$ cat src/rtl/mips_ctrl_pkg.sv
// rtl/mips_ctrl_pkg.sv - shared encodings for the multicycle MIPS controller
package mips_ctrl_pkg;

    // Instruction opcodes (IR[31:26])
    localparam logic [5:0] OP_RTYPE = 6'b000000;
    localparam logic [5:0] OP_ORI   = 6'b001101;
    localparam logic [5:0] OP_LUI   = 6'b001111;
    localparam logic [5:0] OP_ADDI  = 6'b001000;
    localparam logic [5:0] OP_LW    = 6'b100011;
    localparam logic [5:0] OP_SW    = 6'b101011;
    localparam logic [5:0] OP_BEQ   = 6'b000100;
    localparam logic [5:0] OP_J     = 6'b000010;

    // R-type function codes (IR[5:0])
    localparam logic [5:0] FN_ADDU  = 6'b100001;
    localparam logic [5:0] FN_SUBU  = 6'b100011;
    localparam logic [5:0] FN_SLT   = 6'b101010;

    // ALU operation select
    localparam logic [2:0] ALUOP_ADD = 3'b000;
    localparam logic [2:0] ALUOP_OR  = 3'b001;
    localparam logic [2:0] ALUOP_SLT = 3'b010;
    localparam logic [2:0] ALUOP_SUB = 3'b011;
    localparam logic [2:0] ALUOP_LUI = 3'b100;

    // ALU B-operand select
    localparam logic [1:0] SRCB_RT     = 2'd0;
    localparam logic [1:0] SRCB_FOUR   = 2'd1;
    localparam logic [1:0] SRCB_IMM    = 2'd2;
    localparam logic [1:0] SRCB_IMM_SH = 2'd3;

    // PC source select
    localparam logic [1:0] PCSRC_ALU  = 2'd0;
    localparam logic [1:0] PCSRC_BRT  = 2'd1;
    localparam logic [1:0] PCSRC_JUMP = 2'd2;

    // Controller states; encodings 12-15 are unused and recover to FETCH
    typedef enum logic [3:0] {
        S_FETCH    = 4'd0,
        S_DECODE   = 4'd1,
        S_EXEC_R   = 4'd2,
        S_WB_R     = 4'd3,
        S_EXEC_I   = 4'd4,
        S_WB_I     = 4'd5,
        S_MEM_ADDR = 4'd6,
        S_MEM_RD   = 4'd7,
        S_MEM_WB   = 4'd8,
        S_MEM_WR   = 4'd9,
        S_BRANCH   = 4'd10,
        S_JUMP     = 4'd11
    } state_t;

    // True for the R-type function codes the controller executes
    function automatic logic is_legal_funct(input logic [5:0] fn);
        return (fn == FN_ADDU) || (fn == FN_SUBU) || (fn == FN_SLT);
    endfunction

endpackage

$ cat src/rtl/mips_multicycle_ctrl_aluop_decode.sv
// rtl/mips_multicycle_ctrl_aluop_decode.sv - opcode/funct to ALU operation select
module aluop_decode
    import mips_ctrl_pkg::*;
(
    input  logic [5:0] i_opcode,
    input  logic [5:0] i_funct,
    output logic [2:0] o_aluop
);

    // Anything not recognised maps to add so the ALU never sees 101-111
    always_comb begin
        o_aluop = ALUOP_ADD;
        case (i_opcode)
            OP_RTYPE: begin
                case (i_funct)
                    FN_SUBU: o_aluop = ALUOP_SUB;
                    FN_SLT:  o_aluop = ALUOP_SLT;
                    default: o_aluop = ALUOP_ADD;
                endcase
            end
            OP_ORI:  o_aluop = ALUOP_OR;
            OP_LUI:  o_aluop = ALUOP_LUI;
            default: o_aluop = ALUOP_ADD;
        endcase
    end

endmodule

$ cat src/rtl/mips_multicycle_ctrl.sv
// rtl/mips_multicycle_ctrl.sv - multicycle MIPS main controller (option: ADDI_OFLOW_TRAP_EN)
module mips_multicycle_ctrl
    import mips_ctrl_pkg::*;
#(
    parameter logic [3:0] RESET_STATE = 4'd0
) (
    input  logic       clk,
    input  logic       rst,
    input  logic [5:0] opcode,
    input  logic [5:0] funct,
    input  logic       zero,
    input  logic       oflow,
    output logic [2:0] aluop,
    output logic       alu_src_a,
    output logic [1:0] alu_src_b,
    output logic       ext_op,
    output logic       pc_we,
    output logic [1:0] pc_src,
    output logic       i_or_d,
    output logic       ir_we,
    output logic       mem_we,
    output logic       reg_we,
    output logic       reg_dst,
    output logic       mem_to_reg,
    output logic       illegal,
    output logic [3:0] state
`ifdef ADDI_OFLOW_TRAP_EN
    ,
    output logic       ovf_trap
`endif
);

    state_t     r_state;
    state_t     w_next;
    logic [2:0] w_dec_aluop;

    aluop_decode u_aluop_decode (
        .i_opcode (opcode),
        .i_funct  (funct),
        .o_aluop  (w_dec_aluop)
    );

    assign state = r_state;

    // State register; reset aborts any instruction in flight
    always_ff @(posedge clk) begin
        if (rst) begin
            r_state <= state_t'(RESET_STATE);
        end else begin
            r_state <= w_next;
        end
    end

`ifdef ADDI_OFLOW_TRAP_EN
    logic r_ovf;

    // Capture addi overflow while the add is on the ALU, consumed in WB_I
    always_ff @(posedge clk) begin
        if (rst) begin
            r_ovf <= 1'b0;
        end else if (r_state == S_EXEC_I) begin
            r_ovf <= (opcode == OP_ADDI) && oflow;
        end
    end

    assign ovf_trap = !rst && (r_state == S_WB_I) && r_ovf;
`else
    logic w_unused_oflow;
    assign w_unused_oflow = oflow;
`endif

    // Next-state and Moore outputs; reset overrides enables last
    always_comb begin
        w_next     = S_FETCH;
        aluop      = ALUOP_ADD;
        alu_src_a  = 1'b0;
        alu_src_b  = SRCB_RT;
        ext_op     = 1'b0;
        pc_we      = 1'b0;
        pc_src     = PCSRC_ALU;
        i_or_d     = 1'b0;
        ir_we      = 1'b0;
        mem_we     = 1'b0;
        reg_we     = 1'b0;
        reg_dst    = 1'b0;
        mem_to_reg = 1'b0;
        illegal    = 1'b0;
        case (r_state)
            S_FETCH: begin
                ir_we     = 1'b1;
                alu_src_b = SRCB_FOUR;
                pc_we     = 1'b1;
                w_next    = S_DECODE;
            end
            S_DECODE: begin
                // ALU precomputes the branch target while dispatching
                alu_src_b = SRCB_IMM_SH;
                ext_op    = 1'b1;
                case (opcode)
                    OP_RTYPE: begin
                        if (is_legal_funct(funct)) w_next = S_EXEC_R;
                        else                       illegal = 1'b1;
                    end
                    OP_ORI, OP_LUI, OP_ADDI: w_next = S_EXEC_I;
                    OP_LW, OP_SW:            w_next = S_MEM_ADDR;
                    OP_BEQ:                  w_next = S_BRANCH;
                    OP_J:                    w_next = S_JUMP;
                    default:                 illegal = 1'b1;
                endcase
            end
            S_EXEC_R: begin
                alu_src_a = 1'b1;
                aluop     = w_dec_aluop;
                w_next    = S_WB_R;
            end
            S_WB_R: begin
                reg_we  = 1'b1;
                reg_dst = 1'b1;
            end
            S_EXEC_I: begin
                alu_src_a = 1'b1;
                alu_src_b = SRCB_IMM;
                aluop     = w_dec_aluop;
                ext_op    = (opcode != OP_ORI);
                w_next    = S_WB_I;
            end
            S_WB_I: begin
`ifdef ADDI_OFLOW_TRAP_EN
                reg_we = !r_ovf;
`else
                reg_we = 1'b1;
`endif
            end
            S_MEM_ADDR: begin
                alu_src_a = 1'b1;
                alu_src_b = SRCB_IMM;
                ext_op    = 1'b1;
                w_next    = (opcode == OP_SW) ? S_MEM_WR : S_MEM_RD;
            end
            S_MEM_RD: begin
                i_or_d = 1'b1;
                w_next = S_MEM_WB;
            end
            S_MEM_WB: begin
                reg_we     = 1'b1;
                mem_to_reg = 1'b1;
            end
            S_MEM_WR: begin
                i_or_d = 1'b1;
                mem_we = 1'b1;
            end
            S_BRANCH: begin
                alu_src_a = 1'b1;
                aluop     = ALUOP_SUB;
                pc_src    = PCSRC_BRT;
                pc_we     = zero;
            end
            S_JUMP: begin
                pc_src = PCSRC_JUMP;
                pc_we  = 1'b1;
            end
            default: w_next = S_FETCH;
        endcase
        if (rst) begin
            pc_we   = 1'b0;
            ir_we   = 1'b0;
            mem_we  = 1'b0;
            reg_we  = 1'b0;
            illegal = 1'b0;
            aluop   = ALUOP_ADD;
        end
    end

endmodule

$ cat config.mk
export PLATFORM = sky130hd
export DESIGN_NAME = mips_multicycle_ctrl
export DESIGN_NICKNAME = d
export VERILOG_FILES = /design/src/rtl/mips_ctrl_pkg.sv /design/src/rtl/mips_multicycle_ctrl_aluop_decode.sv /design/src/rtl/mips_multicycle_ctrl.sv
export SDC_FILE = /design/constraint.sdc
export NUM_CORES = 1
export LEC_CHECK = 0
export BUFFER_PORTS_ARGS = -buffer_cell sky130_fd_sc_hd__buf_2
export CAP_MARGIN = 15
export CORE_ASPECT_RATIO = 0.9
export CORE_MARGIN = 2
export CORE_UTILIZATION = 42
export CTS_CLUSTER_SIZE = 20
export DETAILED_ROUTE_END_ITERATION = 10
export GPL_TIMING_DRIVEN = 0
export PLACE_DENSITY_LB_ADDON = 0.2
export SYNTH_ARGS = -nofsm -noshare
export SYNTH_HDL_FRONTEND = slang
export SYNTH_HIERARCHICAL = 1
export SYNTH_SLANG_ARGS = --single-unit
$ cat constraint.sdc
create_clock -name clk -period 1.95 [get_ports clk]
set_input_delay 0.39 -clock clk [delete_from_list [all_inputs] [get_ports clk]]
set_output_delay 0.39 -clock clk [all_outputs]
set_load 0.02 [all_outputs]
* Word level (Yosys, flattened, before mapping)
Cells that the tools add are included.
W data, S select, Z words.
** Operators by class
- Add/sub/neg operators :: 0
- Multiply operators :: 0
- Divide/modulo/power cells :: 0
- Order comparisons :: 0
- Equal/unequal tests :: 22
- Shift-type cells :: 0
- Muxes and demuxes :: 27
- Bitwise gates (word level) :: 0
- Reductions and logical operators :: 14
** Operators with widths (number)
- $eq A6 B6 Y1 const B :: 5
- $pmux W4 S6 :: 1
- $pmux W4 S5 :: 1
- $eq A6 B4 Y1 const B :: 3
- $eq A4 B3 Y1 const B :: 4
- $eq A4 B4 Y1 const B :: 4
- $mux W1 :: 14
- $reduce_or A2 Y1 :: 6
- $pmux W3 S3 :: 1
- $eq A4 B2 Y1 const B :: 2
- $pmux W2 S2 :: 2
- $reduce_or A7 Y1 :: 1
- $eq A6 B2 Y1 const B :: 1
- $eq A6 B3 Y1 const B :: 1
- $logic_not A6 Y1 :: 1
- $ne A6 B4 Y1 const B :: 1
- $pmux W1 S2 :: 3
- $pmux W2 S3 :: 1
- $pmux W3 S2 :: 1
- $reduce_or A3 Y1 :: 2
- $eq A4 B1 Y1 const B :: 1
- $logic_not A4 Y1 :: 1
- $mux W4 :: 1
- $reduce_or A4 Y1 :: 1
- other kinds (3) :: 4
** Word-level totals
- Register bits after elaboration :: 4
- Bits in latches :: 0
- RAM bits :: 0
- Bits in read-only memories :: 0
- Input bits :: 16
- Output and inout port bits :: 21
- Word-level logic and storage cells :: 64
- Memories :: 0

* Logic depth before layout (Yosys ltp)
Gate-level depths: netlist of the first run.
- Depth in word-level cells :: 7
- Mapped depth :: 7
- Gate-level depth less buffers :: 7

* Cells and area by module
Netlist of the first run, hierarchy kept.
** Modules (own cells, without submodules)
- mips_multicycle_ctrl :: times used 1, cells each 83, area each 553.0 um2, seq. area each 80.1 um2
- aluop_decode :: times used 1, cells each 11, area each 73.8 um2, seq. area each 0.0 um2

* Worst setup path before layout of the first run
No wires, ideal clock.
- Path type :: flip-flop to output port
- From :: register r_state[0], in the netlist state[0]
- To :: output reg_we
- Arrival time :: 1.841 ns
- Data required time :: 1.560 ns
- Setup slack :: -0.281 ns
- Stages on the path, launching flop included :: 6
- Buffers on the path :: 1
- Cells stage by stage :: dfxtp_1 > clkbuf_1 > inv_1 > nor3_1 > o21ba_2 > nor2_1
** Between the ends
- Longest elaborated chain between the ends :: 4
- Elaborated cells between the ends (all ways) :: 6
- Those cells by class :: eq/ne: 3; mux: 2; reduce/logical: 1
** Ends and longest elaborated chain
- start, declared :: RTL line mips_multicycle_ctrl.sv:33 : state_t r_state;
- start signal, assigned :: RTL line mips_multicycle_ctrl.sv:48 : r_state <= state_t'(RESET_STATE);
- start signal, assigned :: RTL line mips_multicycle_ctrl.sv:50 : r_state <= w_next;
- $eq A4 B4 Y1 (tied with other cells) :: RTL line mips_multicycle_ctrl.sv:88 : case (r_state)
- $reduce_or A3 Y1 (no source line) *
- $mux W1 * :: RTL line mips_multicycle_ctrl.sv:88
- $mux W1 * :: RTL line mips_multicycle_ctrl.sv:164 : if (rst) begin
- end, declared :: RTL line mips_multicycle_ctrl.sv:22 : output logic reg_we,
Mark *: on every way between the ends. The rest lies on a longest branch, timed or not.

* Worst setup path after layout of the first run
- From :: input opcode[1]
- To :: output illegal
** Between the ends
- Longest elaborated chain between the ends :: 5
- Elaborated cells between the ends (all ways) :: 12
- Those cells by class :: eq/ne: 7; mux: 3; reduce/logical: 2
** Ends and longest elaborated chain
- start, declared :: RTL line mips_multicycle_ctrl.sv:9 : input logic [5:0] opcode,
- $eq A6 B6 Y1 (tied with other cells) :: RTL line mips_multicycle_ctrl.sv:99 : case (opcode)
- $reduce_or A7 Y1 (no source line)
- $pmux W1 S2 * :: RTL line mips_multicycle_ctrl.sv:99
- $mux W1 * :: RTL line mips_multicycle_ctrl.sv:88
- $mux W1 * :: RTL line mips_multicycle_ctrl.sv:164
- end, declared :: RTL line mips_multicycle_ctrl.sv:25 : output logic illegal,
Marks and branches as above.

==> results of run 1 <==
-- per-layer routing --
| layer | track usage [%] | vias to the layer above | wire, um |
|---|---|---|---|
| met1 | 29.9 | 384 | 913 |
| met5 | 0 | - | 0 |
| met4 | 0 | 0 | 0 |
| met3 | 5.29 | 0 | 92 |
| li1 | - | 422 | - |
| met2 | 38.0 | 26 | 903 |
-- report_power, final --
group	internal [mW]	leakage [nW]	switching, mW
registers	0.0847	0.0331	0.00405
logic	0.0550	0.376	0.0728
clock network	0.0687	0.0138	0.0319
total	0.208	0.423	0.109
-- synth_stat cells --
cell type	n
nor2_1	14
a21oi_1	7
clkbuf_1	7
nor3_1	7
nand2_1	6
dfxtp_1	4
nor2b_1	4
nor4_1	4
nor4b_1	3
o211ai_1	3
a21o_1	2
inv_1	2
nand2b_1	2
nand3_1	2
o21a_1	2
xnor2_1	2
a211o_1	1
a211oi_1	1
a221oi_1	1
and2_1	1
and3_1	1
and3b_1	1
buf_2	1
buf_6	1
mux2i_1	1
nand3b_1	1
nand4_1	1
nand4b_1	1
nand4bb_1	1
nor3b_1	1
o21ba_2	1
o22ai_2	1
o31a_1	1
o31ai_1	1
o31ai_2	1
or2_2	1
or3b_1	1
or4b_1	1
xor2_1	1
-- per-stage QoR --
step | util [%] | TNS, ps | instances | total power, mW | worst slack [ps]
after global placement | 60.7 | -411 | 144 | 0.201 | -227
after CTS | 67.3 | -336 | 149 | 0.317 | -167
after detailed placement | 60.7 | -535 | 144 | 0.204 | -239
after global routing | 67.9 | -627 | 147 | 0.341 | -236
after floorplan | - | -132 | 94 | 0.159 | -84.7
final | 67.9 | -292 | 147 | 0.317 | -138
-- logic make-up (layout without fill, tap and decap cells) --
logic type / Yosys count / count (layout) / synth area share (%)
xor+xnor: 3 / 3 / 4.19
buf+inv: 11 / 49 / 7.98
simple gates: 53 / 53 / 47.3
flops: 4 / 4 / 12.8
compound gates: 22 / 22 / 26.1
mux: 1 / 1 / 1.60
-- worst reg2reg max path, delay by kind of cell, from the launching register on --
kind                   cells  cell delay [ps]
AO/OA/AOI/OAI              2              470
buffers and inverters      1              200
flip-flops                 1              310
AND/OR/NAND/NOR            2              320
-- area by class of cell --
class	count	share of cell area, %
multi-input combinational	79	59.0
clock buffer	3	2.34
tap	15	1.95
timing repair buffer	38	23.7
buffer	6	3.78
inverter	2	0.781
sequential	4	8.46
-- worst paths after layout --
check,endpoint,start,cells after the start,slack (ps)
worst max-delay path,illegal,opcode[1],7,-140
worst min-delay path,state[1],opcode[4],3,580
worst max register to register,state[1],state[2],5,570
worst min register to register,state[3],state[3],2,700
-- what timing repair did --
item	CTS	global route
resized for setup	12	8
setup endpoints to repair	8	11
buffers inserted	3	0
pin swaps	4	4
==> impl_metrics.yaml, run 1 <==
timing:
  worst_clock_skew_ps: 3.31
  max_freq_mhz: 479
  slew_viol_final: 0
  setup_ws_ps: -138
  relSlewSlack_pct: 57.5
  finalCritPeriodShare_pct: 107
  fin_crit_ps: 2090
  hold_slack_ps: 585
  rsz0062_at_grt: "true"
  finalSetupViolations: 3
  worst_pin_slew_ps: 628
  final_hold_viol_count: 0
worst_setup_path:
  path_max_fanout: 4
  path_buf_inv: 3
  cpMostUsedCell: "a21o_1"
  cpLargestDelayFamily: "simple AND/OR/NAND/NOR gates"
  crit_arrival_ps: 1700
  worstSetupPathType: "in2out"
  worst_ep_required_time_ps: 1560
  start_kind: "input pin"
  max_stage_delay_ps: 460
  cp-end-kind: "primary output"
  cpMaxStageDelayCell: "or4b_1"
  crit_chain: "buf_8 -> buf_6 -> or4b_1 -> a21o_1 -> a21o_1 -> nor4b_2 -> buf_4"
cells_and_area:
  antenna-diode-count: 0
  regArea_um2: 81.3
  fin_nets: 150
  largest_register_ffs: 4
  multi_input_area_um2: 567
  fin_area_um2: 961
  drive_gt1_share_pct: 48.5
  final_cell_mix: "buf_2, nor2_1, a21oi_1, nand2_1, buf_4"
  final_common_cell: "buf_2"
  syn_to_final_growth_pct: 53.3
  fillCellCount: 138
die:
  coreArea_um2: 1420
  dieHeight_um: 40.7
  dieArea_um2: 1820
  rows: 13
  fp.dieW_um: 44.7
  pin_count: 37
  initial_core_util_pct: 44.3
power:
  p_leak_nw: 0.423
  vdd_drop_max_mv: 0.476
  p_per_area_nw_per_um2: 330
detailed_routing:
  ant_nets: 0
  drcViolationCount: 0
  avgRoutedWirePerCell_um: 13.0
  wl_um: 1910
  route.vias.total: 832
  drtIter0Drc: 27
  viasPerCell: 5.66
  firstDrtPassIters: 4
placed_design:
  dp_hpwl_um: 1450
  gp_congestion: 0.821
  io_buffers: 35
  place_area_um2: 858
synth:
  netlist-cell-type-count: 39
  yosysWarnings: 6
  syn_nets: 110
  avgSynthCellArea_um2: 6.67
  synth_area_um2: 627
  synth-seq-area-share_pct: 12.8
  synthCells: 94
  yosys.area.top_type: "dfxtp_1"
  ys_ff_latch: 4
  synthTopCellsByArea: "dfxtp_1, nor2_1, a21oi_1, nor3_1, clkbuf_1"
  synth_top_area_share_pct: 12.8
grt:
  grt_use_total_pct: 22.1
  grt_first_pass_wirelength_um: 2960
  antenna_found_initial: 0
  grt_pass1_vias: 693
  grt_overflow_total: 0
  grt_max_degree: 11
cts:
  ctsRootBufferMaster: "clkbuf_4"
  cts_tree: "yes"
  worstSkewPairLatency_ps: 230
  cts_sinks: 4
  clockBufferDepth: 2
  htreeDepth: 1
  hold_buffers: 0
  clk_pin_slew_worst_paths_ps: 30
  numCtsBuffers: 3
status:
  violations: "negative setup slack"
  status: "complete, but fails checks"
flow_run:
  maxCapViolCount: 0
worst_hold_path:
  hold_class: "in2reg"
No activity file was read; power rests on OpenSTA's default activity.
==> run 2, diff against run 1 <==
--- a/config.mk
+++ b/config.mk
@@ -7,7 +7,6 @@
 export LEC_CHECK = 0
 export BUFFER_PORTS_ARGS = -buffer_cell sky130_fd_sc_hd__buf_2
 export CAP_MARGIN = 15
-export CORE_ASPECT_RATIO = 0.9
 export CORE_MARGIN = 2
 export CORE_UTILIZATION = 42
 export CTS_CLUSTER_SIZE = 20
==> run 2 against run 1 <==
Net effect:
- the flow still finishes with violations (negative setup slack)
- hold slack got worse by 11 ps
- die area hardly changed
- sequential cell count stayed put
- first-iteration DRC count down 26%
- register-to-register slack lost 60 ps
- final cell count is 0.68% lower
- final area shrank 0.91%
- sequential power rose by 0.8%
- critical path type unchanged
- largest cell class unchanged
==> impl_metrics.yaml, run 2 (same netlist as run 1, synthesis figures left out) <==
worst_setup_path:
  worst_ep_required_time_ps: 1560
  cp-end-kind: "primary output"
  ff2ff_path_depth: 5
  crit_arrival_ps: 1750
  start_kind: "input pin"
  path_max_fanout: 7
  worstSetupPathType: "in2out"
status:
  status: "complete, but fails checks"
  violations: "negative setup slack"
placed_design:
  place_area_um2: 858
  io_buffers: 35
  pre_cts_slack_ps: -233
  dp.cells: 144
  dp_hpwl_um: 1420
  gp_congestion: 0.853
die:
  dieHeight_um: 42.6
  initial_core_util_pct: 46.4
  coreArea_um2: 1350
  fp.dieW_um: 42.6
  rows: 13
  pin_count: 37
  dieArea_um2: 1820
detailed_routing:
  drcViolationCount: 0
  route.vias.total: 865
  firstDrtPassIters: 4
  drtIter0Drc: 20
  ant_nets: 0
  avgRoutedWirePerCell_um: 13.5
  wl_um: 1980
  viasPerCell: 5.92
power:
  p_per_area_nw_per_um2: 338
  p_switching_uw: 116
  vdd_drop_max_mv: 0.264
  power_frac_comb_pct: 39.2
  swShare_pct: 35.9
  power.total_uw: 322
  p_int_uw: 206
  p_clk_share_pct: 33.0
  p_leak_nw: 0.418
  seqPwrFrac_pct: 27.8
timing:
  setup_ws_ps: -187
  worst_pin_slew_ps: 494
  finalSetupViolations: 2
  setup_tns_ps: -353
  slew_viol_final: 0
  worst_clock_skew_ps: 11.9
  rsz0062_at_grt: "true"
  max_freq_mhz: 468
  finalCritPeriodShare_pct: 110
  final_hold_viol_count: 0
  fin_crit_ps: 2140
  relSlewSlack_pct: 66.6
grt:
  grt_first_pass_wirelength_um: 3150
  antenna_found_initial: 0
  grt_pass1_vias: 775
  grt_overflow_total: 0
  grt_max_degree: 11
  grt_use_total_pct: 21.8
cts:
  cts_sinks: 4
  htreeDepth: 1
  worstSkewPairLatency_ps: 240
  hold_buffers: 0
  clockBufferDepth: 2
  ctsRootBufferMaster: "clkbuf_4"
  numCtsBuffers: 3
  clk_pin_slew_worst_paths_ps: 40
  cts_tree: "yes"
cells_and_area:
  final_cells: 146
  final_cell_mix: "buf_2, nor2_1, nand2_1, a21oi_1, nor3_2"
  fin_nets: 149
  final_common_cell: "buf_2"
  syn_to_final_growth_pct: 51.9
  fin_area_um2: 952
  antenna-diode-count: 0
  largest_register_ffs: 4
  fillCellCount: 119
  drive_gt1_share_pct: 49.6
worst_hold_path:
  whs_path_depth: 4
  hold_class: "in2reg"
flow_run:
  maxCapViolCount: 0
[run 2: changes by cell type in the layout (fill, tap and decap cells not counted), sizes merged]
cell,before,now
buf,40,39
[run 2: stage by stage]
step	util (%)	hold WS, ps
2_1_floorplan	-	575
3_3_place_gp	63.6	757
3_5_place_dp	63.6	759
4_1_cts	67.3	565
5_1_grt	70.5	603
6_report	70.5	573
[run 2: power groups by stage]
stage	clock [mW]	sequential (mW)	combinational (mW)
global placement	0	0.0869	0.115
floorplan	0	0.0898	0.0692
global route	0.113	0.0894	0.136
detailed placement	0	0.0872	0.117
CTS	0.108	0.0891	0.118
finish	0.106	0.0894	0.126
[run 2: per-layer routing]
layer / part of all wire [%] / track usage, % / up-vias
li1: - / - / 422
met1: 45 / 26.9 / 402
met2: 49 / 39.1 / 37
met3: 5.4 / 1.29 / 4
met4: 0.71 / 7.50 / 0
met5: 0 / 0 / -
[run 2: area by class of cell]
type	count	area, um2	area share, %
sequential	4	81.3	8.54
tap	15	18.8	1.97
timing repair buffer	37	211	22.2
buffer	6	36.3	3.81
inverter	2	7.51	0.788
multi-input combinational	79	574	60.3
clock buffer	3	22.5	2.37
[run 2: worst max-delay path, cell delays in order]
cell,delay (ps)
buf_8,100
buf_6,120
or4b_4,480
a21o_1,170
a21o_1,160
nor4b_2,150
buf_2,160
[run 2: path summary, 6_finish.rpt]
check | startpoint | endpoint | slack (ps)
max reg2reg | state[2] | state[1] | 510
min | opcode[1] | state[0] | 570
max | opcode[1] | illegal | -190
min reg2reg | state[3] | state[0] | 710
[run 2: repair_timing]
| action | in CTS | in global routing |
|---|---|---|
| endpoints found under the setup margin | 14 | 7 |
| pin swaps | 3 | 3 |
| gates cloned | 0 | 0 |
| gates resized for setup | 11 | 8 |
| setup buffers | 1 | 1 |
==> run 3, diff against run 2 <==
--- a/config.mk
+++ b/config.mk
@@ -7,13 +7,12 @@
 export LEC_CHECK = 0
 export BUFFER_PORTS_ARGS = -buffer_cell sky130_fd_sc_hd__buf_2
 export CAP_MARGIN = 15
-export CORE_MARGIN = 2
-export CORE_UTILIZATION = 42
+export CORE_UTILIZATION = 45
+export CTS_BUF_LIST = sky130_fd_sc_hd__clkbuf_4 sky130_fd_sc_hd__clkbuf_8
 export CTS_CLUSTER_SIZE = 20
 export DETAILED_ROUTE_END_ITERATION = 10
 export GPL_TIMING_DRIVEN = 0
 export PLACE_DENSITY_LB_ADDON = 0.2
 export SYNTH_ARGS = -nofsm -noshare
 export SYNTH_HDL_FRONTEND = slang
-export SYNTH_HIERARCHICAL = 1
 export SYNTH_SLANG_ARGS = --single-unit
==> run 3 against run 2 <==
Net effect:
- maximum frequency grew 3.2%
- clock power barely moved
- first-iteration DRC count is 30% higher
- the run still ends with negative setup slack left
- critical path depth decreased by 1
- clock skew fell by 9.2 ps
- area after synthesis is 6.0% higher
- final cell count grew 0.68%
- synthesized cell count is 5.3% lower
- total power rose by 4.3%
- routed wire length fell by 1.0%
- count of clock-buffer cells in the layout did not move
- largest power group unchanged
- register-to-register slack better by 170 ps
==> impl_metrics.yaml, run 3 <==
status:
  status: "complete, but fails checks"
  violations: "negative setup slack"
detailed_routing:
  ant_nets: 0
  drcViolationCount: 0
  route.vias.total: 846
  wl_um: 1960
  avgRoutedWirePerCell_um: 13.3
  wl_met2_um: 1070
  viasPerCell: 5.76
  highest_layer: "met3"
  met1Wirelength_um: 746
  drtIter0Drc: 26
  firstDrtPassIters: 4
  wl_met3_um: 137
cells_and_area:
  fin_nets: 150
  largest_register_ffs: 4
  final_common_cell: "buf_2"
  drive_gt1_share_pct: 55.3
  final_cell_mix: "buf_2, buf_4, nor2_1, nand2_1, buf_6"
  fillCellCount: 94
  antenna-diode-count: 0
  syn_to_final_growth_pct: 58.9
synth:
  synthTopCellsByArea: "dfxtp_1, clkbuf_8, nor3_1, nor2_1, buf_6"
  avgSynthCellArea_um2: 7.47
  synth_top_area_share_pct: 12.1
  yosysMostFrequentCell: "nor2_1"
  yosysWarnings: 0
  synth_flop_cell: "dfxtp_1"
  synth_edf_count: 0
  synth_area_um2: 664
  ys_async_sr_fraction_pct: 0
  synthTopCellsByCount: "nor2_1, nor3_1, nand2_1"
  ys_ff_latch: 4
  synthCells: 89
  synth-seq-area-share_pct: 12.1
  netlist-cell-type-count: 44
  syn_nets: 105
  yosys.area.top_type: "dfxtp_1"
grt:
  grt_max_degree: 11
  grt_use_total_pct: 25.7
  grt_overflow_total: 0
  grt_first_pass_wirelength_um: 2820
  antenna_found_initial: 0
  grt_pass1_vias: 698
power:
  power_frac_comb_pct: 43.4
  power.total_uw: 336
  p_per_area_nw_per_um2: 318
  seqPwrFrac_pct: 25.9
  p_int_uw: 223
  vdd_drop_max_mv: 0.444
  p_leak_nw: 0.472
  p_clk_share_pct: 30.7
  p_switching_uw: 113
  swShare_pct: 33.6
cts:
  cts_tree: "yes"
  ctsRootBufferMaster: "clkbuf_4"
  worstSkewPairLatency_ps: 240
  clockBufferDepth: 2
  cts_sinks: 4
  clk_pin_slew_worst_paths_ps: 40
  htreeDepth: 1
  numCtsBuffers: 3
timing:
  finalSetupViolations: 2
  final_hold_viol_count: 0
  fin_crit_ps: 2070
  rsz0062_at_grt: "true"
  setup_tns_ps: -147
  finalCritPeriodShare_pct: 106
  max_freq_mhz: 483
  slew_viol_final: 0
  relSlewSlack_pct: 58.5
  worst_pin_slew_ps: 613
  setup_ws_ps: -121
  worst_clock_skew_ps: 2.71
die:
  fp.dieW_um: 40.4
  dieHeight_um: 40.4
  pin_count: 37
  coreArea_um2: 1330
  initial_core_util_pct: 49.8
  dieArea_um2: 1630
  rows: 13
worst_setup_path:
  cp-end-kind: "primary output"
  path_max_fanout: 4
  worstSetupPathType: "in2out"
  start_kind: "input pin"
  crit_arrival_ps: 1680
  worst_ep_required_time_ps: 1560
flow_run:
  maxCapViolCount: 0
placed_design:
  dp_hpwl_um: 1360
  io_buffers: 32
  gp_congestion: 0.815
worst_hold_path:
  hold_class: "in2reg"
[run 3: power by group through the flow]
stage                     Clock (mW)  Combinational, mW  Sequential [mW]
after floorplan                    0             0.0799           0.0908
after global placement             0              0.117           0.0876
after detailed placement           0              0.120           0.0877
after CTS                      0.106              0.138           0.0865
after global routing           0.110              0.158           0.0875
final                          0.103              0.146           0.0869
[run 3: final timing paths]
check	endpoint	slack [ps]	from	cells past startpoint
worst max register to register	state[3]	680	state[1]	5
worst min register to register	state[1]	710	state[2]	3
worst min-delay path	state[1]	540	opcode[2]	4
worst max-delay path	illegal	-120	opcode[5]	6
[run 3: what timing repair did]
action,in CTS,in global routing
hold buffers,0,0
hold endpoints to repair,0,0
pin swaps,7,7
endpoints found under the setup margin,6,6
resized for setup,16,16
buffers inserted,5,3
[run 3: per-layer routing]
layer	GRT usage, %	vias to the layer above
met3	6.67	0
met1	26.2	384
met4	0	0
met2	53.2	46
met5	0	-
li1	-	416
[run 3: critical path: stages]
cell and delay [ps]:
buf_8 100, or4b_4 520, a21o_1 180, a21oi_2 150, and3b_1 210, buf_6 130
[run 3: cell type report]
cell class | instances | area (um2) | share of cell area [%]
Timing Repair Buffer | 40 | 256 | 24.3
Tap cell | 15 | 18.8 | 1.78
Sequential cell | 4 | 82.6 | 7.82
Multi-Input combinational cell | 74 | 562 | 53.2
Clock buffer | 3 | 22.5 | 2.13
Buffer | 10 | 110 | 10.4
Inverter | 1 | 3.75 | 0.355
[run 3: through the flow]
stage	area [um2]	cells	hold WS [ps]	util [%]	setup WS, ps
4_1_cts	985	144	537	73.8	-109
5_1_grt	1060	147	557	79.2	-152
2_1_floorplan	684	89	624	-	4.10
3_5_place_dp	863	136	710	64.7	-179
3_3_place_gp	863	136	702	64.7	-169
6_report	1060	147	541	79.2	-121
[run 3: kinds of logic (layout without fill, tap and decap cells)]
| group | after synthesis | count (layout) | synth area share, % |
|---|---|---|---|
| muxes | 1 | 1 | 1.51 |
| and+or+nand+nor | 49 | 49 | 44.4 |
| AOI/OAI and AO/OA | 21 | 21 | 23.7 |
| buffers and inverters | 11 | 54 | 14.3 |
| xor gates and xnor gates | 3 | 3 | 3.96 |
| DFF | 4 | 4 | 12.1 |
